### src/rtl/bitonic_sort_ctrl_if.sv
// Handshake bundle for bitonic_sort_ctrl: serial load side and serial unload side.
// Signals: in_valid/in_ready/in_data, out_valid/out_ready/out_data, busy,
// plus sort_dir when BITONIC_DIR_EN is defined.
interface bitonic_sort_ctrl_if #(
    parameter int DATA_W = 8
);
    logic              in_valid;
    logic              in_ready;
    logic [DATA_W-1:0] in_data;
    logic              out_valid;
    logic              out_ready;
    logic [DATA_W-1:0] out_data;
    logic              busy;
`ifdef BITONIC_DIR_EN
    logic              sort_dir;

    modport slave (
        input  in_valid, in_data, out_ready, sort_dir,
        output in_ready, out_valid, out_data, busy
    );
    modport master (
        output in_valid, in_data, out_ready, sort_dir,
        input  in_ready, out_valid, out_data, busy
    );
`else
    modport slave (
        input  in_valid, in_data, out_ready,
        output in_ready, out_valid, out_data, busy
    );
    modport master (
        output in_valid, in_data, out_ready,
        input  in_ready, out_valid, out_data, busy
    );
`endif
endinterface

### src/rtl/bitonic_sort_ctrl.sv
// Sequential 8-entry bitonic sorter: serial load, 6 compare-exchange steps
// (one per cycle), serial unload. Ports: clk, rst_n (async, active-low),
// bus (bitonic_sort_ctrl_if.slave). Macro BITONIC_DIR_EN adds a per-block
// direction taken from bus.sort_dir on the first load of each block.
module bitonic_sort_ctrl #(
    parameter int DATA_W = 8,
    parameter int ASCEND = 1
) (
    input  logic                  clk,
    input  logic                  rst_n,
    bitonic_sort_ctrl_if.slave    bus
);

    typedef enum logic [1:0] {
        LOAD,
        SORT,
        OUT
    } state_t;

    state_t            r_state;
    state_t            w_state_n;
    logic [2:0]        r_idx;
    logic [2:0]        w_idx_n;
    logic [2:0]        r_step;
    logic [2:0]        w_step_n;
    logic [DATA_W-1:0] r_bank   [8];
    logic [DATA_W-1:0] w_sorted [8];
    logic              w_in_xfer;
    logic              w_out_xfer;
    logic              w_dir;
    logic [3:0]        w_k;
    logic [2:0]        w_j;
    logic [2:0]        w_lo;
    logic [2:0]        w_hi;
    logic              w_asc;
    logic              w_swap;

    assign w_in_xfer  = bus.in_valid  && (r_state == LOAD);
    assign w_out_xfer = bus.out_ready && (r_state == OUT);

`ifdef BITONIC_DIR_EN
    logic r_dir;

    always_ff @(posedge clk or negedge rst_n) begin
        if (!rst_n)
            r_dir <= (ASCEND != 0);
        else if (w_in_xfer && (r_idx == 3'd0))
            r_dir <= bus.sort_dir;
    end

    assign w_dir = r_dir;
`else
    assign w_dir = (ASCEND != 0);
`endif

    always_ff @(posedge clk or negedge rst_n) begin
        if (!rst_n)
            r_state <= LOAD;
        else
            r_state <= w_state_n;
    end

    always_comb begin
        w_state_n = r_state;
        w_idx_n   = r_idx;
        w_step_n  = r_step;
        unique case (r_state)
            LOAD: begin
                if (w_in_xfer) begin
                    w_idx_n = r_idx + 3'd1;
                    if (r_idx == 3'd7) begin
                        w_state_n = SORT;
                        w_step_n  = 3'd0;
                    end
                end
            end
            SORT: begin
                w_step_n = r_step + 3'd1;
                if (r_step == 3'd5) begin
                    w_state_n = OUT;
                    w_idx_n   = 3'd0;
                    w_step_n  = 3'd0;
                end
            end
            OUT: begin
                if (w_out_xfer) begin
                    w_idx_n = r_idx + 3'd1;
                    if (r_idx == 3'd7)
                        w_state_n = LOAD;
                end
            end
            default: begin
                w_state_n = LOAD;
                w_idx_n   = 3'd0;
                w_step_n  = 3'd0;
            end
        endcase
    end

    // One bitonic step over the whole bank. Pairs are (i, i|j) for every i
    // with bit j clear, i.e. four disjoint compare-exchanges per step.
    always_comb begin
        w_sorted = r_bank;
        w_k      = 4'd2;
        w_j      = 3'd1;
        w_lo     = 3'd0;
        w_hi     = 3'd0;
        w_asc    = 1'b0;
        w_swap   = 1'b0;
        unique case (r_step)
            3'd0: begin w_k = 4'd2; w_j = 3'd1; end
            3'd1: begin w_k = 4'd4; w_j = 3'd2; end
            3'd2: begin w_k = 4'd4; w_j = 3'd1; end
            3'd3: begin w_k = 4'd8; w_j = 3'd4; end
            3'd4: begin w_k = 4'd8; w_j = 3'd2; end
            3'd5: begin w_k = 4'd8; w_j = 3'd1; end
            default: begin w_k = 4'd2; w_j = 3'd1; end
        endcase
        for (int i = 0; i < 8; i++) begin
            w_lo = 3'(i);
            if ((w_lo & w_j) == 3'd0) begin
                w_hi   = w_lo | w_j;
                w_asc  = ((({1'b0, w_lo}) & w_k) == 4'd0) ^ ~w_dir;
                w_swap = w_asc ? (r_bank[w_lo] > r_bank[w_hi])
                               : (r_bank[w_lo] < r_bank[w_hi]);
                if (w_swap) begin
                    w_sorted[w_lo] = r_bank[w_hi];
                    w_sorted[w_hi] = r_bank[w_lo];
                end
            end
        end
    end

    always_ff @(posedge clk or negedge rst_n) begin
        if (!rst_n) begin
            r_idx  <= 3'd0;
            r_step <= 3'd0;
            r_bank <= '{default: '0};
        end else begin
            r_idx  <= w_idx_n;
            r_step <= w_step_n;
            if (w_in_xfer)
                r_bank[r_idx] <= bus.in_data;
            else if (r_state == SORT)
                r_bank <= w_sorted;
        end
    end

    assign bus.in_ready  = (r_state == LOAD);
    assign bus.out_valid = (r_state == OUT);
    assign bus.out_data  = (r_state == OUT) ? r_bank[r_idx] : '0;
    assign bus.busy      = (r_state != LOAD);

endmodule

### src/flat_wrapper.sv
// flat-port wrapper written by rule: the top's interface ports become plain ports
module bitonic_sort_ctrl_flat 
#(
    parameter int DATA_W = 8,
    parameter int ASCEND = 1
)
  (clk, rst_n, bus_in_valid, bus_in_data, bus_out_ready, bus_in_ready, bus_out_valid, bus_out_data, bus_busy);
  bitonic_sort_ctrl_if #(.DATA_W(DATA_W)) bus_i ();
  input  logic clk;
  input  logic rst_n;
  input wire logic [$bits(bus_i.in_valid)-1:0] bus_in_valid;
  input wire logic [$bits(bus_i.in_data)-1:0] bus_in_data;
  input wire logic [$bits(bus_i.out_ready)-1:0] bus_out_ready;
  output wire logic [$bits(bus_i.in_ready)-1:0] bus_in_ready;
  output wire logic [$bits(bus_i.out_valid)-1:0] bus_out_valid;
  output wire logic [$bits(bus_i.out_data)-1:0] bus_out_data;
  output wire logic [$bits(bus_i.busy)-1:0] bus_busy;
  assign bus_i.in_valid = bus_in_valid;
  assign bus_i.in_data = bus_in_data;
  assign bus_i.out_ready = bus_out_ready;
  assign bus_in_ready = bus_i.in_ready;
  assign bus_out_valid = bus_i.out_valid;
  assign bus_out_data = bus_i.out_data;
  assign bus_busy = bus_i.busy;
  bitonic_sort_ctrl #(.DATA_W(DATA_W), .ASCEND(ASCEND)) u_core (.clk(clk), .rst_n(rst_n), .bus(bus_i));
endmodule
### config.mk
export PLATFORM = sky130hd
export DESIGN_NAME = bitonic_sort_ctrl_flat
export DESIGN_NICKNAME = d
export VERILOG_FILES = /design/src/rtl/bitonic_sort_ctrl_if.sv /design/src/rtl/bitonic_sort_ctrl.sv /design/src/flat_wrapper.sv
export SDC_FILE = /design/constraint.sdc
export NUM_CORES = 1
export LEC_CHECK = 0
export CORE_MARGIN = 3
export CORE_UTILIZATION = 38
export CTS_BUF_LIST = sky130_fd_sc_hd__clkbuf_8
export DETAILED_ROUTE_END_ITERATION = 6
export SYNTH_ARGS = -nofsm -noshare
export SYNTH_HDL_FRONTEND = slang
export SYNTH_SLANG_ARGS = --single-unit
export TNS_END_PERCENT = 50
### constraint.sdc
create_clock -name clk -period 9.1 [get_ports clk]
set_input_delay 1.365 -clock clk [delete_from_list [all_inputs] [get_ports clk]]
set_output_delay 1.365 -clock clk [all_outputs]
set_load 0.02 [all_outputs]
==> reports/qor.txt, run 1 <==
status: complete, no violations
Std-Cell Rows: 52
RSZ-0062 raised after global routing: false
first-pass GRT wire length: 50.9 mm
Synth-to-Final Area Change: 6.39%
Yosys reg bits: 72
DR iter-0 viols: 1165
M1 GR Usage: 40.8%
RePlAce Congestion: 1.00
M3 GR Usage: 7.94%
Startpoint Class: flip-flop
post-detailed-routing wire length: 33.9 mm
Post-route DRC: 0
largest net degree at the start of global routing: 73
Final period util: 58.9%
cell count after synthesis: 1001
Filler cells: 2161
Post-CTS Setup Bufs: 0
post-synth top area cell: dfrtp_1
WHS Path Cells: 2
CP max stage cell: dfrtp_1
drt pass-1 iters: 6
layout cells sized above 1: 8.89%
Seq/Total Area, Yosys: 22.3%
Routed wire per std cell: 27.2 microns
crit path max fanout: 37
reg-to-reg slack, setup: 3740 ps
Hold WC Path Type: flip-flop to flip-flop
Die Ht: 152 microns
Routed Antenna Nets: 0
clock tree root buffer cell: clkbuf_8
Port Buf Inserts: 22
CP endpoint kind: flip-flop
CTS-repair resized insts: 0
vias in the first global route: 7958
Synth Area per Inst: 8.06 sq um
arrival time worst endpoint: 5640 ps
synth warn: 0
tightest hold margin: 739 ps
gr ovfl total: 0
Final Setup Violations: 0
most frequent cell after synthesis: nand2_1
cells on worst reg2reg path: 14
Cell Area, Placed: 8370 sq um
area of the die: 23000 sq um
worst setup path category: flip-flop to flip-flop
maximum clock rate: 187 MHz
synth top area cells: dfrtp_1 (22%), mux2i_1 (9.8%), ha_1 (9.2%), a21oi_1 (7.0%), nand2_1 (5.3%)
ys async rst share: 100%
final worst path period need: 5360 ps
syn nets: 1072
Clock Path Buffers: 2
H-tree depth: 3
WP data required: 9380 ps
initial core utilization: 39.2%
Clock Skews: 16.9 ps
FF-to-FF End: u_core.r_bank[5]
Hold Startpoint: u_core.r_state[0]
Synth top cells by count: nand2_1 (114), a21oi_1 (112), nor2_1 (91), mux2i_1 (79), dfrtp_1 (72)
Crit. Startpoint: u_core.r_step[1]
vias per inst: 6.77
initial antenna violation count: 0
top-area cell type share of the netlist area: 22.3%
predominant post-synthesis flop cell: dfrtp_1
Post-Synthesis Cell Area: 8070 sq um
Max Slew Vio Count: 0
grt met2 use: 43.8%
CTS sink cnt: 72
Post-Route Setup TNS: 0 ps
Tot GR Track Use: 29.9%
CTS tree: built
crit path cell chain: inv_1 -> nor2_1 -> ha_2 -> buf_4 -> clkinv_1 -> o21ai_0 -> a21oi_1 -> ha_1 -> a211oi_1 -> o21bai_1 -> o2111ai_2 -> mux2_2 -> o211ai_1 -> a2bb2oi_1
area of the core: 20600 sq um
Final #Nets: 1045
pre-CTS setup slack: 3890 ps
Post-CTS Hold Fix Bufs: 0
CTS Buf Count: 9
CTS clock-pin slew for the worst setup and hold paths: 100 ps
Maximum Capacitance Violations: 0
DR vias: 8463
most used routing layer: met2
CP peak stage delay: 630 ps
final instance area: 8580 sq um
Critical R2R Launch: u_core.r_step[1]
slew margin rel.: 23.9%
Post-synth EDFFs: 0
Hold Fails Final Rpt: 0
worst skew pair latency: 390 ps
DP Wirelength: 23.1 mm
synth unique cells: 70
Hold Path Sink: u_core.r_state[1]
DIE WIDTH: 152 microns
Worst Max-Slew Pin Slew: 1140 ps
# IOs: 23
setup ws final: 3740 ps
[layer usage]
layer	share of wire (%)	up-vias
met5	0	-
met1	41	4027
met4	5.3	0
met3	12	138
met2	42	587
li1	-	3711
[logic make-up (layout without fill, tap and decap cells)]
| kind of cell | after synthesis | in the layout | share of synthesized area [%] |
|---|---|---|---|
| xor gates and xnor gates | 3 | 3 | 0.652 |
| and+or+nand+nor | 301 | 301 | 17.0 |
| DFF | 72 | 72 | 22.3 |
| buffers and inverters | 93 | 71 | 5.15 |
| muxes | 103 | 103 | 14.6 |
| other | 0 | 1 | 0 |
| adders and majority gates | 59 | 59 | 9.15 |
| AOI/OAI and AO/OA | 370 | 370 | 31.1 |
[registers in the layout, summed over array words and instances, names as in the netlist]
signal and flops:
u_core.r_idx 3, u_core.r_state 2, u_core.r_step 3, u_core.r_bank 64
[per-stage QoR]
stage	std cells	util (%)
after global placement	1233	40.7
after global routing	1249	41.7
after detailed placement	1233	40.7
after CTS	1249	41.7
after floorplan	1001	-
final	1250	41.7
[worst max-delay path: cells and delay by family (launching register included)]
kind | cells | cell delay, ps
AO/OA/AOI/OAI | 7 | 1890
flip-flops | 1 | 630
multiplexers | 1 | 400
AND/OR/NAND/NOR | 1 | 140
buffers and inverters | 3 | 1340
adder cells (fa/ha/maj) | 2 | 800
[final cells by class]
| type | instances | area (sq um) | share of cell area, % |
|---|---|---|---|
| inverter | 26 | 97.6 | 1.14 |
| timing repair buffer | 29 | 270 | 3.15 |
| multi-input combinational | 836 | 5860 | 68.3 |
| tap | 270 | 338 | 3.94 |
| sequential | 72 | 1800 | 21.0 |
| clock buffer | 10 | 138 | 1.60 |
| clock inverter | 6 | 68.8 | 0.802 |
| antenna | 1 | 2.50 | 0.0292 |
[worst max-delay path by stage]
stage	endpoint	slack [ps]
3_5_place_dp	u_core.r_bank[5]	3890
6_report	u_core.r_bank[5]	3740
5_1_grt	u_core.r_bank[34]	3350
3_3_place_gp	u_core.r_bank[3]	3970
4_1_cts	u_core.r_bank[5]	3870
2_1_floorplan	u_core.r_bank[35]	5310
[placed cells by master, fill, tap and decap left out, types with 9 or more instances in the layout]
cell | netlist | final
mux2i_1 | 79 | 78
clkbuf_8 | 0 | 10
dfrtp_1 | 72 | 72
nand2_1 | 114 | 114
nor3_1 | 9 | 9
o21a_1 | 18 | 18
o221ai_1 | 15 | 15
nor2_1 | 91 | 91
a21oi_1 | 112 | 112
mux4_2 | 10 | 10
nand3_1 | 17 | 17
a2bb2oi_1 | 10 | 10
inv_1 | 24 | 24
a22oi_1 | 11 | 11
nor2b_1 | 12 | 11
a211o_1 | 11 | 11
a211oi_1 | 28 | 28
o21ai_0 | 61 | 61
nand4_1 | 13 | 13
a221o_1 | 14 | 14
ha_1 | 59 | 58
o211ai_1 | 30 | 30
clkdlybuf4s50_1 | 0 | 21
a21o_1 | 15 | 15
mux2_2 | 13 | 13
Power of run 1 is left out: the tool's default activity adds up to more than one toggle a clock period on the data nets, which glitch-free logic cannot reach.
==> inputs of run 2 (changes only) <==
Clock period 9.1 ns to 4.9 ns, I/O delays scaled along.
==> run 2 against run 1 <==
  * Hold slack worse by 230 ps
  * Maximum frequency grew 17%
  * Die area unchanged
  * Critical endpoint is now u_core.r_bank[8]
  * Critical path type unchanged
  * Sequential cell count is the same
  * Core utilization up 0.35 points
  * Count of clock-buffer cells in the layout did not move
  * Worst setup slack got worse by 3400 ps
  * Via count is 2.2% lower
  * Non-clock buffer count increased by 11
  * Register-to-register slack worse by 3400 ps
==> reports/qor.txt, run 2 (synthesis gave the netlist of run 1 again) <==
M1 GR Usage: 41.8%
CP endpoint kind: flip-flop
RePlAce Congestion: 1.01
gr ovfl total: 0
Hold Fails Final Rpt: 0
Top Registers: u_core.r_bank x64, u_core.r_idx x3, u_core.r_step x3
Std-Cell Rows: 52
Cell Area, Placed: 8450 sq um
CTS-repair resized insts: 0
Post-Route Setup TNS: 0 ps
area of the core: 20600 sq um
clock tree root buffer cell: clkbuf_8
Synth-to-Final Area Change: 7.28%
Final Setup Violations: 0
ant diodes: 0
Hold WC Path Type: primary input to async pin
CTS clock-pin slew for the worst setup and hold paths: 90 ps
Final period util: 93.6%
M3 GR Usage: 5.62%
initial core utilization: 39.2%
Post-CTS Setup Bufs: 0
first-pass GRT wire length: 50.0 mm
Clock Skews: 12.7 ps
DP Wirelength: 23.8 mm
Startpoint Class: flip-flop
layout cells sized above 1: 9.80%
H-tree depth: 3
Post-CTS Hold Fix Bufs: 0
crit path max fanout: 19
Final #Nets: 1056
Maximum Capacitance Violations: 0
Die Ht: 152 microns
drt pass-1 iters: 6
Routed wire per std cell: 26.7 microns
Clock Path Buffers: 2
Top reg by flops: u_core.r_bank
DR vias: 8281
Port Buf Inserts: 22
final instance area: 8650 sq um
area of the die: 23000 sq um
CTS Buf Count: 9
CTS sink cnt: 72
Critical R2R Launch: u_core.r_step[2]
Max Slew Vio Count: 0
Tot GR Track Use: 29.5%
arrival time worst endpoint: 4860 ps
most frequent cells in the layout: nand2_1 (114), a21oi_1 (112), nor2_1 (91)
post-detailed-routing wire length: 33.7 mm
reg-to-reg slack, setup: 310 ps
DIE WIDTH: 152 microns
commonest non-fill, non-tap cell in the layout: nand2_1
Worst Max-Slew Pin Slew: 1030 ps
CTS tree: built
pre-CTS setup slack: 511 ps
cells on worst reg2reg path: 12
vias in the first global route: 7709
grt met2 use: 43.4%
RSZ-0062 raised after global routing: false
# IOs: 23
most used routing layer: met2
final worst path period need: 4590 ps
status: complete, no violations
maximum clock rate: 218 MHz
initial antenna violation count: 1
WP data required: 5170 ps
worst setup path category: flip-flop to flip-flop
worst skew pair latency: 390 ps
max reg flops: 64
slew margin rel.: 31.1%
Post-route DRC: 0
setup ws final: 314 ps
Routed Antenna Nets: 0
DR iter-0 viols: 1326
vias per inst: 6.57
largest net degree at the start of global routing: 73
FF-to-FF End: u_core.r_bank[8]
tightest hold margin: 507 ps
-- run 2: changes by cell type in the layout (fill, tap and decap cells not counted), sizes merged --
cell / delta
clkinv: -1
buf: +11
inv: +1
diode: -1
-- run 2: critical path, stage by stage (launching register included) --
cell and delay [ps]:
dfrtp_1 700, xnor2_2 200, nor2_4 500, buf_4 300, nor2_1 70, a21oi_1 430, ha_1 350, o21ai_0 160
o21bai_1 100, nor3_1 560, o21a_1 630, a211oi_1 170, o221a_1 280
-- run 2: per-layer routing --
layer | share of wire (%) | routed length, microns
met4 | 5.1 | 1710
met5 | 0 | 0
met2 | 42 | 14200
met3 | 10 | 3440
met1 | 42 | 14300
-- run 2: through the flow --
| stage | util, % | std cells |
|---|---|---|
| 3_5_place_dp | 41.1 | 1244 |
| 5_1_grt | 42.1 | 1260 |
| 4_1_cts | 42.1 | 1260 |
| 6_report | 42.1 | 1260 |
| 3_3_place_gp | 41.1 | 1244 |
| 2_1_floorplan | - | 1001 |
-- run 2: worst max-delay path by stage --
stage | from | end | slack (ps)
after floorplan | u_core.r_step[0] | u_core.r_bank[35] | 1110
after global placement | u_core.r_step[2] | u_core.r_bank[15] | 510
after detailed placement | u_core.r_step[0] | u_core.r_bank[15] | 510
after CTS | u_core.r_step[0] | u_core.r_bank[15] | 480
after global routing | u_core.r_step[0] | u_core.r_bank[8] | 50
final | u_core.r_step[2] | u_core.r_bank[8] | 310
-- run 2: final cells by class --
| cell class | instances | area, sq um |
|---|---|---|
| fillers | 2185 | 11900 |
| multi-input cells | 836 | 5860 |
| flip-flops and latches | 72 | 1800 |
| repair buffers | 40 | 353 |
| well taps | 270 | 338 |
| clock buffers | 10 | 138 |
| inverters | 26 | 97.6 |
| clock inverters | 6 | 60.1 |
Power of run 2 is left out for the same reason.
==> inputs of run 3 (changes only) <==
Settings changed: MAX_ROUTING_LAYER set to met4.
==> run 3 against run 2 <==
  * Count of clock-buffer cells in the layout rose by 3
  * Worst setup slack better by 300 ps
  * Sequential share of layout area about the same
  * Global-route usage increased by 1.3 points
  * Hold slack better by 3.6 ps
  * Non-clock buffer count grew 4
  * Via count up 0.94%
  * Largest cell class unchanged
  * Final cell count barely moved
==> reports/qor.txt, run 3 (synthesis gave the netlist of run 1 again) <==
initial antenna violation count: 0
largest net degree at the start of global routing: 73
DR vias: 8359
CTS-repair resized insts: 0
Final period util: 87.5%
Tot GR Track Use: 30.8%
Final Setup Violations: 0
Post-route DRC: 0
Worst Max-Slew Pin Slew: 1030 ps
reg-to-reg slack, setup: 610 ps
WP data required: 5190 ps
Maximum Capacitance Violations: 0
status: complete, no violations
RSZ-0062 raised after global routing: false
Max Slew Vio Count: 0
first-pass GRT wire length: 50.8 mm
DIE WIDTH: 152 microns
gr ovfl total: 0
Hold WC Path Type: primary input to async pin
final non-filler cell total: 1261
most frequent cells in the layout: nand2_1 (114), a21oi_1 (112), nor2_1 (91)
Top Registers: u_core.r_bank x64, u_core.r_idx x3, u_core.r_step x3
DP Wirelength: 24.0 mm
Post-CTS Setup Bufs: 0
Clock Path Buffers: 2
Cell Area, Placed: 8480 sq um
initial core utilization: 39.2%
# IOs: 23
Die Ht: 152 microns
CP endpoint kind: flip-flop
layout cells sized above 1: 9.99%
vias per inst: 6.63
area of the die: 23000 sq um
Routed wire per std cell: 27.1 microns
ant diodes: 0
Std-Cell Rows: 52
post-detailed-routing wire length: 34.1 mm
drt pass-1 iters: 5
final instance area: 8660 sq um
final worst path period need: 4290 ps
Startpoint Class: flip-flop
RePlAce Congestion: 1.06
max reg flops: 64
arrival time worst endpoint: 4580 ps
dpl cells: 1248
Final Util: 42.1%
area of the core: 20600 sq um
DR iter-0 viols: 1119
clock tree root buffer cell: clkbuf_8
worst setup path category: flip-flop to flip-flop
Post-CTS Hold Fix Bufs: 0
commonest non-fill, non-tap cell in the layout: nand2_1
worst skew pair latency: 400 ps
vias in the first global route: 7746
Top reg by flops: u_core.r_bank
slew margin rel.: 31.2%
Post-Route Setup TNS: 0 ps
Port Buf Inserts: 22
Routed Antenna Nets: 0
Hold Fails Final Rpt: 0
Clock Skews: 11.9 ps
CTS Buf Count: 9
crit path max fanout: 38
CTS clock-pin slew for the worst setup and hold paths: 70 ps
H-tree depth: 3
Synth-to-Final Area Change: 7.42%
CTS sink cnt: 72
Final #Nets: 1060
maximum clock rate: 233 MHz
CTS tree: built
[run 3: per-stage QoR]
step / worst slack (ps) / hold WS, ps
floorplan: 1110 / 439
global placement: 716 / 515
detailed placement: 641 / 521
CTS: 622 / 540
global route: 263 / 552
finish: 614 / 511
[run 3: layer usage]
layer,up-vias,global-route usage [%],share of wire [%]
met5,-,-,0
met2,509,43.0,42
met1,3984,42.4,42
met3,127,7.70,11
met4,0,12.7,4.9
li1,3739,-,-
[run 3: cell type report]
cell class	count	area, sq um
Clock buffer	13	179
Fill cell	2186	11900
Inverter	26	97.6
Multi-Input combinational cell	836	5860
Sequential cell	72	1800
Tap cell	270	338
Timing Repair Buffer	44	383
[run 3: worst max-delay path, cell delays in order (launching register included)]
cell and delay, ps:
dfrtp_1 620, inv_1 110, nor2_1 130, ha_2 440, buf_4 430, a21oi_1 80
a21oi_1 270, ha_1 300, nor2b_1 130, o211ai_1 190, a21oi_1 110, or3_1 470
nand2_2 230, nand3_1 310, o221ai_1 350
[run 3: final timing paths]
path | from | endpoint | depth (start not counted)
min in group clk | u_core.r_idx[0] | u_core.r_idx[0] | 1
min reg2reg | u_core.r_idx[0] | u_core.r_idx[0] | 1
min | rst_n | u_core.r_step[1] | 1
max | u_core.r_step[0] | u_core.r_bank[42] | 14
max reg2reg | u_core.r_step[0] | u_core.r_bank[42] | 14
max in group asynchronous | rst_n | u_core.r_bank[42] | 1
Power of run 3 is left out for the same reason.
